## config.mk

```make
export PLATFORM = sky130hd
export DESIGN_NAME = uart_rx_frame
export DESIGN_NICKNAME = d
export VERILOG_FILES = /design/src/rtl/uart_rx_frame.sv
export SDC_FILE = /design/constraint.sdc
export NUM_CORES = 1
export LEC_CHECK = 0
export CAP_MARGIN = 20
export CORE_MARGIN = 5
export CORE_UTILIZATION = 62
export CTS_CLUSTER_SIZE = 40
export DETAILED_ROUTE_END_ITERATION = 8
export GPL_ROUTABILITY_DRIVEN = 0
export GPL_TIMING_DRIVEN = 0
export PLACE_DENSITY = 0.9
export SLEW_MARGIN = 20
export SYNTH_ARGS = -nofsm -noshare
export SYNTH_HDL_FRONTEND = slang
export SYNTH_SLANG_ARGS = --single-unit
```

## constraint.sdc

```tcl
create_clock -name clk -period 6.15 [get_ports clk]
set_clock_uncertainty 0.15 [all_clocks]
set_input_delay 0.9225 -clock clk [delete_from_list [all_inputs] [get_ports clk]]
set_output_delay 0.9225 -clock clk [all_outputs]
set_load 0.02 [all_outputs]
```

## src/rtl/uart_rx_frame.sv

```systemverilog
// UART receive deserializer: oversampled start/data/parity/stop framing with
// 3-sample majority vote per bit and one-cycle result strobes.
module uart_rx_frame #(
  parameter int WIDTH          = 8,
  parameter int PRESCALE_WIDTH = 6
) (
  input  logic                      clk,
  input  logic                      rst,
  input  logic                      RX_IN,
  input  logic [PRESCALE_WIDTH-1:0] Prescale,
  input  logic                      PAR_EN,
  input  logic                      PAR_TYP,
  output logic [WIDTH-1:0]          P_DATA,
  output logic                      Data_Valid,
  output logic                      Par_Err,
  output logic                      Stp_Err
);

  localparam int BW = (WIDTH > 1) ? $clog2(WIDTH) : 1;
  localparam logic [PRESCALE_WIDTH-1:0] P_ONE = PRESCALE_WIDTH'(1);

  typedef enum logic [2:0] {IDLE, START, DATA, PARITY, STOP} state_t;
  state_t state, state_nxt;

  logic                      rx_meta, rx_s;
  logic [PRESCALE_WIDTH-1:0] presc_l, edge_cnt, half;
  logic                      par_en_l, par_typ_l, par_bad;
  logic [BW-1:0]             bit_cnt;
  logic [WIDTH-1:0]          shreg;
  logic                      s0, s1, vote, decide, bit_end, last_bit;

  assign half     = presc_l >> 1;
  assign vote     = (s0 & s1) | (s0 & rx_s) | (s1 & rx_s);
  assign decide   = (edge_cnt == half + P_ONE);
  assign bit_end  = (edge_cnt == presc_l - P_ONE);
  assign last_bit = (bit_cnt == BW'(WIDTH - 1));

  always_ff @(posedge clk) begin
    if (rst) state <= IDLE;
    else     state <= state_nxt;
  end

  always_comb begin
    state_nxt = state;
    case (state)
      IDLE:    if (!rx_s) state_nxt = START;
      START:   if (decide && vote) state_nxt = IDLE;
               else if (bit_end)   state_nxt = DATA;
      DATA:    if (bit_end && last_bit) state_nxt = par_en_l ? PARITY : STOP;
      PARITY:  if (bit_end) state_nxt = STOP;
      // Leave half a bit early so a back-to-back start edge is never missed.
      STOP:    if (decide) state_nxt = IDLE;
      default: state_nxt = IDLE;
    endcase
  end

  always_ff @(posedge clk) begin
    if (rst) begin
      rx_meta    <= 1'b1;
      rx_s       <= 1'b1;
      edge_cnt   <= '0;
      bit_cnt    <= '0;
      presc_l    <= '0;
      par_en_l   <= 1'b0;
      par_typ_l  <= 1'b0;
      par_bad    <= 1'b0;
      shreg      <= '0;
      s0         <= 1'b1;
      s1         <= 1'b1;
      P_DATA     <= '0;
      Data_Valid <= 1'b0;
      Par_Err    <= 1'b0;
      Stp_Err    <= 1'b0;
    end else begin
      rx_meta    <= RX_IN;
      rx_s       <= rx_meta;
      Data_Valid <= 1'b0;
      Par_Err    <= 1'b0;
      Stp_Err    <= 1'b0;
      if (edge_cnt == half - P_ONE) s0 <= rx_s;
      if (edge_cnt == half)         s1 <= rx_s;

      // The detection cycle is edge 0, so the counter enters START at 1.
      if (state == IDLE) begin
        if (!rx_s) begin
          edge_cnt  <= P_ONE;
          presc_l   <= Prescale;
          par_en_l  <= PAR_EN;
          par_typ_l <= PAR_TYP;
          par_bad   <= 1'b0;
          bit_cnt   <= '0;
        end
      end else begin
        edge_cnt <= bit_end ? '0 : edge_cnt + P_ONE;
      end

      case (state)
        START: if (decide && vote) edge_cnt <= '0;
        DATA: begin
          if (decide)  shreg   <= {vote, shreg[WIDTH-1:1]};
          if (bit_end) bit_cnt <= bit_cnt + BW'(1);
        end
        PARITY: if (decide) par_bad <= (vote != (^shreg ^ par_typ_l));
        STOP: if (decide) begin
          edge_cnt   <= '0;
          Stp_Err    <= !vote;
          Par_Err    <= par_bad;
          Data_Valid <= vote && !par_bad;
          if (vote && !par_bad) P_DATA <= shreg;
        end
        default: ;
      endcase
    end
  end

endmodule
```

==> run metrics, run 1 <==
status=finished clean; VDD IR max=approximately 0.00019 V; GRT met3 Usage=approximately 4.3%; final setup fails=0; Min-Delay Path Class=flip-flop to flip-flop; Top delay family on crit path=compound AO/OA/AOI/OAI gates; Synth Register Bits=44; grt peak-use layer=met2; Clock Path Buffers=2; Starting Density=between 60% and 70%; Core ar.=3740 sq um; Clock Sinks=44; clk_lat worst skew=about 0.29 ns; WP data required=6.20 ns; Post-Route WL=between 5000 and 6000 um; clock root buffer=clkbuf_8; Worst Setup Start Kind=flip-flop; min Tclk post-route=about 3.0 ns; leakage power=~1.1 nW; sequential fraction of the synthesis area=a little over a third; share of cells above drive strength 1=under 10%; Final HPWL DP=just under 4000 um; DRT antenna net count=0; Worst Path Max Fanout=10; Mapped Cells=approximately 280; worst path bufs/invs=3; die height=72.8 um; Tcrit/Tclk final=49.3%; top cells by area, synth=dfxtp_1 (36%), mux2i_1 (8.2%), xnor2_1 (5.7%); fillers=~270; number of max-cap violations=0; share of synthesized registers carrying an async set or reset=0%; unrepaired setup endpoints after global routing=false; Slew Limit Fails=0; Final #Nets=between 300 and 400; Max Clk Rate=0.330 GHz; Post-CTS Setup Repair Bufs=0; Clk pin slew, worst setup/hold paths=~0.08 ns; WL per Instance=around 15 um; Hold Path Origin=rx_meta; pin count of the biggest net entering global routing=14; Tightest Pin Transition=roughly 0.54 ns; Die Wd=~73 um; Critical Path Sink Type=flip-flop; total die area=~5300 sq um; initial antenna violation count=0; post-cts gate resize count=0; CP dominant cell by count=clkbuf_1; # diodes=0; hold_ws=about 0.26 ns; met2 usage=between 30 and 40%; worst slew margin relative to its limit=64.2%; row cnt=22; Critical Path Start=presc_l[2]; global-route wire length before repair=a little under 9000 um; syn_nets=around 300; Global Route met1 Usage=a little under a quarter; DRC viols=0; DR pass1 iterations=4; worst path arrival time=between 3 and 4 ns; CTS HTree Levels=2; via count=2062; I/O pin count=22; Reg-to-Reg Start=presc_l[2]; port bufs=21; number of synthesized flops with an enable pin=0; vias per cell=5.73; Hold Buf Count CTS=0; crit-path cells=clkbuf_1 > inv_1 > ha_1 > a2111oi_4 > xnor2_1 > a211o_1 > and2_1 > clkbuf_1 > a41oi_1 > a311oi_1; Hold Violations, Final=0; Synth cell types=49; Synth area leader=dfxtp_1; drt initial violations=approximately 110; CP Class=flip-flop to flip-flop; setup TNS=0 ns; Mapped Area=roughly 2400 sq um; Syn-to-layout area delta=16.3%; Yosys warnings=0; post-synth top area share=between 30% and 40%; clock buffer count from CTS=5; CTS tree=built; grt ovf=0; vias in the first global route=2036; overall routing resource usage=a little over a fifth; Max stage delay cell, worst path=a2111oi_4; Top FF cell, synth=dfxtp_1; Critical Path Max Stage Delay=0.37 ns; Post-synth top cells=dfxtp_1 (44), nor2_1 (33), nand2_1 (27); count leader, synth=dfxtp_1; pwr/cell area=285 nW/um^2; synthesized area per cell=about 8.6 sq um
[flip-flops by register name, indices dropped and copies added (netlist names), 3 cells and up]
register,count
shreg,8
presc_l,6
bit_cnt,3
P_DATA,8
edge_cnt,6
state,3
[worst paths after layout]
check	slack (ns)	to	cells past startpoint
min reg2reg	0.26	rx_s	1
max	3.12	edge_cnt[5]	10
max reg2reg	3.12	edge_cnt[5]	10
min	0.26	rx_s	1
[where the power goes]
part	leakage (nW)	internal [mW]	switching, mW
clock network	0.0642	0.160	0.0961
logic	0.720	0.0934	0.140
registers	0.356	0.300	0.0215
total	1.14	0.554	0.258
[cell families (layout without fill, tap and decap cells)]
group / Yosys count / in the layout / synth area share [%]
buf+inv: 30 / 58 / 5.62
mux: 22 / 22 / 9.10
fa+ha+maj: 8 / 8 / 3.99
flops: 44 / 44 / 36.0
compound gates: 45 / 45 / 13.3
xor+xnor: 27 / 27 / 10.3
simple gates: 108 / 108 / 21.8
[cell usage in the layout, fill, tap and decap left out, drive strengths merged, types with 3 or more instances in the layout]
cell | synthesis | final
a211oi | 4 | 4
a21oi | 17 | 17
a311oi | 5 | 5
a31oi | 3 | 3
a41oi | 3 | 3
and2 | 3 | 3
and3 | 6 | 6
buf | 5 | 5
clkbuf | 14 | 19
clkdlybuf4s50 | 0 | 21
dfxtp | 44 | 44
ha | 7 | 7
inv | 11 | 11
mux2i | 20 | 20
nand2 | 27 | 27
nand2b | 4 | 4
nand3 | 11 | 11
nand4 | 3 | 3
nor2 | 33 | 33
nor2b | 3 | 3
nor3 | 9 | 9
nor3b | 3 | 3
o21ai | 3 | 3
xnor2 | 16 | 16
xor2 | 11 | 11
[layer usage]
metal	part of all wire, %	up-vias
li1	-	1032
met1	42	959
met2	52	59
met3	4.1	12
met4	2.0	0
met5	0	-
[layout make-up]
| class | count | area, sq um | share of cell area [%] |
|---|---|---|---|
| Multi-Input combinational cell | 210 | 1430 | 50.2 |
| Sequential cell | 44 | 881 | 30.9 |
| Timing Repair Buffer | 21 | 210 | 7.38 |
| Buffer | 19 | 96.3 | 3.38 |
| Clock buffer | 5 | 68.8 | 2.42 |
| Clock inverter | 2 | 60.1 | 2.11 |
| Tap cell | 48 | 60.1 | 2.11 |
| Inverter | 11 | 41.3 | 1.45 |
[stage by stage]
| step | total power, mW | cells | cell area [sq um] | util (%) | setup slack [ns] |
|---|---|---|---|---|---|
| floorplan | 0.507 | 284 | 2450 | - | 3.51 |
| global placement | 0.548 | 353 | 2720 | 72.6 | 3.27 |
| detailed placement | 0.556 | 353 | 2720 | 72.6 | 3.14 |
| CTS | 0.812 | 360 | 2850 | 76.1 | 3.11 |
| global route | 0.856 | 360 | 2850 | 76.1 | 2.85 |
| finish | 0.812 | 360 | 2850 | 76.1 | 3.12 |
No activity file was read; power rests on OpenSTA's default activity.
==> run 2: changes to the inputs <==
--- a/config.mk
+++ b/config.mk
@@ -7,12 +7,12 @@
 export LEC_CHECK = 0
 export CAP_MARGIN = 20
 export CORE_MARGIN = 5
-export CORE_UTILIZATION = 62
+export CORE_UTILIZATION = 52
 export CTS_CLUSTER_SIZE = 40
 export DETAILED_ROUTE_END_ITERATION = 8
 export GPL_ROUTABILITY_DRIVEN = 0
 export GPL_TIMING_DRIVEN = 0
-export PLACE_DENSITY = 0.9
+export PLACE_DENSITY = 0.81
 export SLEW_MARGIN = 20
 export SYNTH_ARGS = -nofsm -noshare
 export SYNTH_HDL_FRONTEND = slang
==> constraint.sdc (replaced) <==
create_clock -name clk -period 2.75 [get_ports clk]
set_clock_uncertainty 0.15 [all_clocks]
set_input_delay 0.4125 -clock clk [delete_from_list [all_inputs] [get_ports clk]]
set_output_delay 0.4125 -clock clk [all_outputs]
set_load 0.02 [all_outputs]
==> run 2 against run 1 <==
  * Combinational power is 140% higher
  * Count of clock-buffer cells in the layout stayed put
  * Hold slack better by 0.0078 ns
  * Maximum frequency is 16% higher
  * First-iteration DRC count is 1.9% higher
  * Critical path depth is 1 lower
  * Final cell count is 2.2% higher
  * Flip-flop and latch count stayed put
  * Register-to-register slack worse by 3.0 ns
  * Sequential power is 120% higher
  * Die area is 16% higher
  * Sequential share of layout area is 0.52 points lower
==> run metrics, run 2 (synthesized netlist as in run 1, its figures left out) <==
worst path arrival time=2.64 ns; Post-Route WL=slightly above 5000 um; Min-Delay Path Class=flip-flop to flip-flop; DR pass1 iterations=5; Reg-to-Reg Start=presc_l[1]; most frequent cells in the layout=dfxtp_1 (43), nor2_1 (33), nand2_1 (27), clkdlybuf4s50_1 (21), mux2i_1 (20); I/O pin count=22; Max stage delay cell, worst path=nor3_4; # diodes=0; Max Clk Rate=about 0.38 GHz; CTS HTree Levels=2; via count=around 2000; Slew Limit Fails=0; overall routing resource usage=between 10% and 20%; Final #Nets=331; number of max-cap violations=0; WP data required=2.78 ns; Reg2Reg Depth=9; Top delay family on crit path=simple AND/OR/NAND/NOR gates; final setup fails=0; row cnt=25; Critical Path Max Stage Delay=roughly 0.44 ns; Hold Buf Count CTS=0; Clock Path Buffers=2; DP Cell Count=about 360; pwr/cell area=about 600 nW/um^2; global-route wire length before repair=slightly below 9000 um; status=finished clean; vias in the first global route=between 1500 and 2000; Hold Violations, Final=0; Hold Path Origin=rx_meta; reg2reg end=shreg[0]; fillers=roughly 400; Die Wd=slightly below 80 um; WL per Instance=about 14 um; biggest regs=P_DATA x8, shreg x8; port bufs=21; Final Non-Filler Cells=approximately 370; overall power=around 1.8 mW; CP Class=flip-flop to flip-flop; vias per cell=~5.5; Core ar.=between 4000 and 5000 sq um; min Tclk post-route=~2.6 ns; r2r setup slk=~0.14 ns; clock root buffer=clkbuf_8; grt ovf=0; Placed Area=2730 sq um; pin count of the biggest net entering global routing=16; DRC viols=0; Critical Path Sink Type=flip-flop; worst path bufs/invs=1; Tightest Pin Transition=around 0.56 ns; hold_ws=about 0.27 ns; worst slew margin relative to its limit=62.3%; initial antenna violation count=0; total die area=just over 6000 sq um; clock buffer count from CTS=5; CTS tree=built; final core utilization=between 60% and 70%; drt initial violations=roughly 110; Worst Hold Path EP=rx_s; most common cell after layout, fill and taps aside=dfxtp_1; VDD IR max=between 0.0004 and 0.0005 V; Final HPWL DP=3700 um; die height=78.6 um; Clock Sinks=44; hold depth=1; FF+latch area=885 sq um; DRT antenna net count=0; crit-path cells=ha_1 > nor2b_2 > o21a_1 > o31ai_4 > nand3_2 > buf_4 > nor3_4 > mux2i_1 > nor2_1; Worst Path Max Fanout=8; Clk pin slew, worst setup/hold paths=~0.080 ns; Tcrit/Tclk final=between 90 and 100%; leakage power=roughly 1.2 nW; clk_lat worst skew=~0.30 ns; area of the multi-input gates=approximately 1500 sq um; fin area=roughly 2900 sq um; share of cells above drive strength 1=between 10% and 20%; Worst Setup Start Kind=flip-flop; Syn-to-layout area delta=18.8%; Starting Density=a little over half
-- run 2: cell count changes in the layout (fill, tap and decap cells not counted), sizes merged --
cell	before	now
buf	5	9
clkinvlp	0	1
clkbuf	19	16
inv	11	12
bufinv	2	1
-- run 2: worst max path at each step --
stage               start         end  slack [ns]  depth (start not counted)
6_report       presc_l[1]    shreg[0]        0.14                          9
5_1_grt        presc_l[2]   P_DATA[2]       -0.03                         10
4_1_cts        presc_l[1]   P_DATA[2]       0.005                          9
3_5_place_dp   presc_l[2]  bit_cnt[0]       -0.25                          9
3_3_place_gp   presc_l[2]  bit_cnt[0]       -0.16                          9
2_1_floorplan  presc_l[2]  bit_cnt[0]        0.11                          9
-- run 2: through the flow --
step | setup TNS, ns | worst slack, ns
final | 0 | 0.141
after global routing | -0.147 | -0.0317
after CTS | 0 | 0.00500
after detailed placement | -2.35 | -0.247
after global placement | -1.21 | -0.163
after floorplan | 0 | 0.113
-- run 2: repair_timing --
action | in CTS | in global routing
cloned | 0 | 0
setup endpoints to repair | 18 | 27
gates resized for setup | 4 | 13
setup buffers | 0 | 3
pin swaps | 0 | 3
-- run 2: power breakdown --
part	internal (mW)	leakage (nW)	switching (mW)
combinational	0.236	0.744	0.332
sequential	0.672	0.357	0.0466
clock	0.274	0.0548	0.233
-- run 2: layout make-up --
cell class                      count  share of cell area (%)
Inverter                           11                    1.42
Tap cell                           54                    2.32
Clock inverter                      3                    1.59
Buffer                             17                    3.31
Timing Repair Buffer               24                    8.00
Sequential cell                    44                    30.4
Clock buffer                        5                    2.37
Multi-Input combinational cell    210                    50.6
-- run 2: per-layer routing --
metal / part of all wire, % / wire length [um] / track usage [%] / vias up
met2: 49 / 2510 / 29.9 / 42
met5: 0 / 0 / 0 / -
met1: 46 / 2350 / 22.9 / 945
li1: - / - / - / 1042
met4: 1.7 / 87 / 7.52 / 0
met3: 3.4 / 172 / 3.56 / 8
-- run 2: worst register-to-register path, stage by stage (launching register included) --
cell and delay [ns]:
dfxtp_4 0.38, ha_1 0.23, nor2b_2 0.17, o21a_1 0.21, o31ai_4 0.27, nand3_2 0.15
buf_4 0.17, nor3_4 0.44, mux2i_1 0.27, nor2_1 0.05
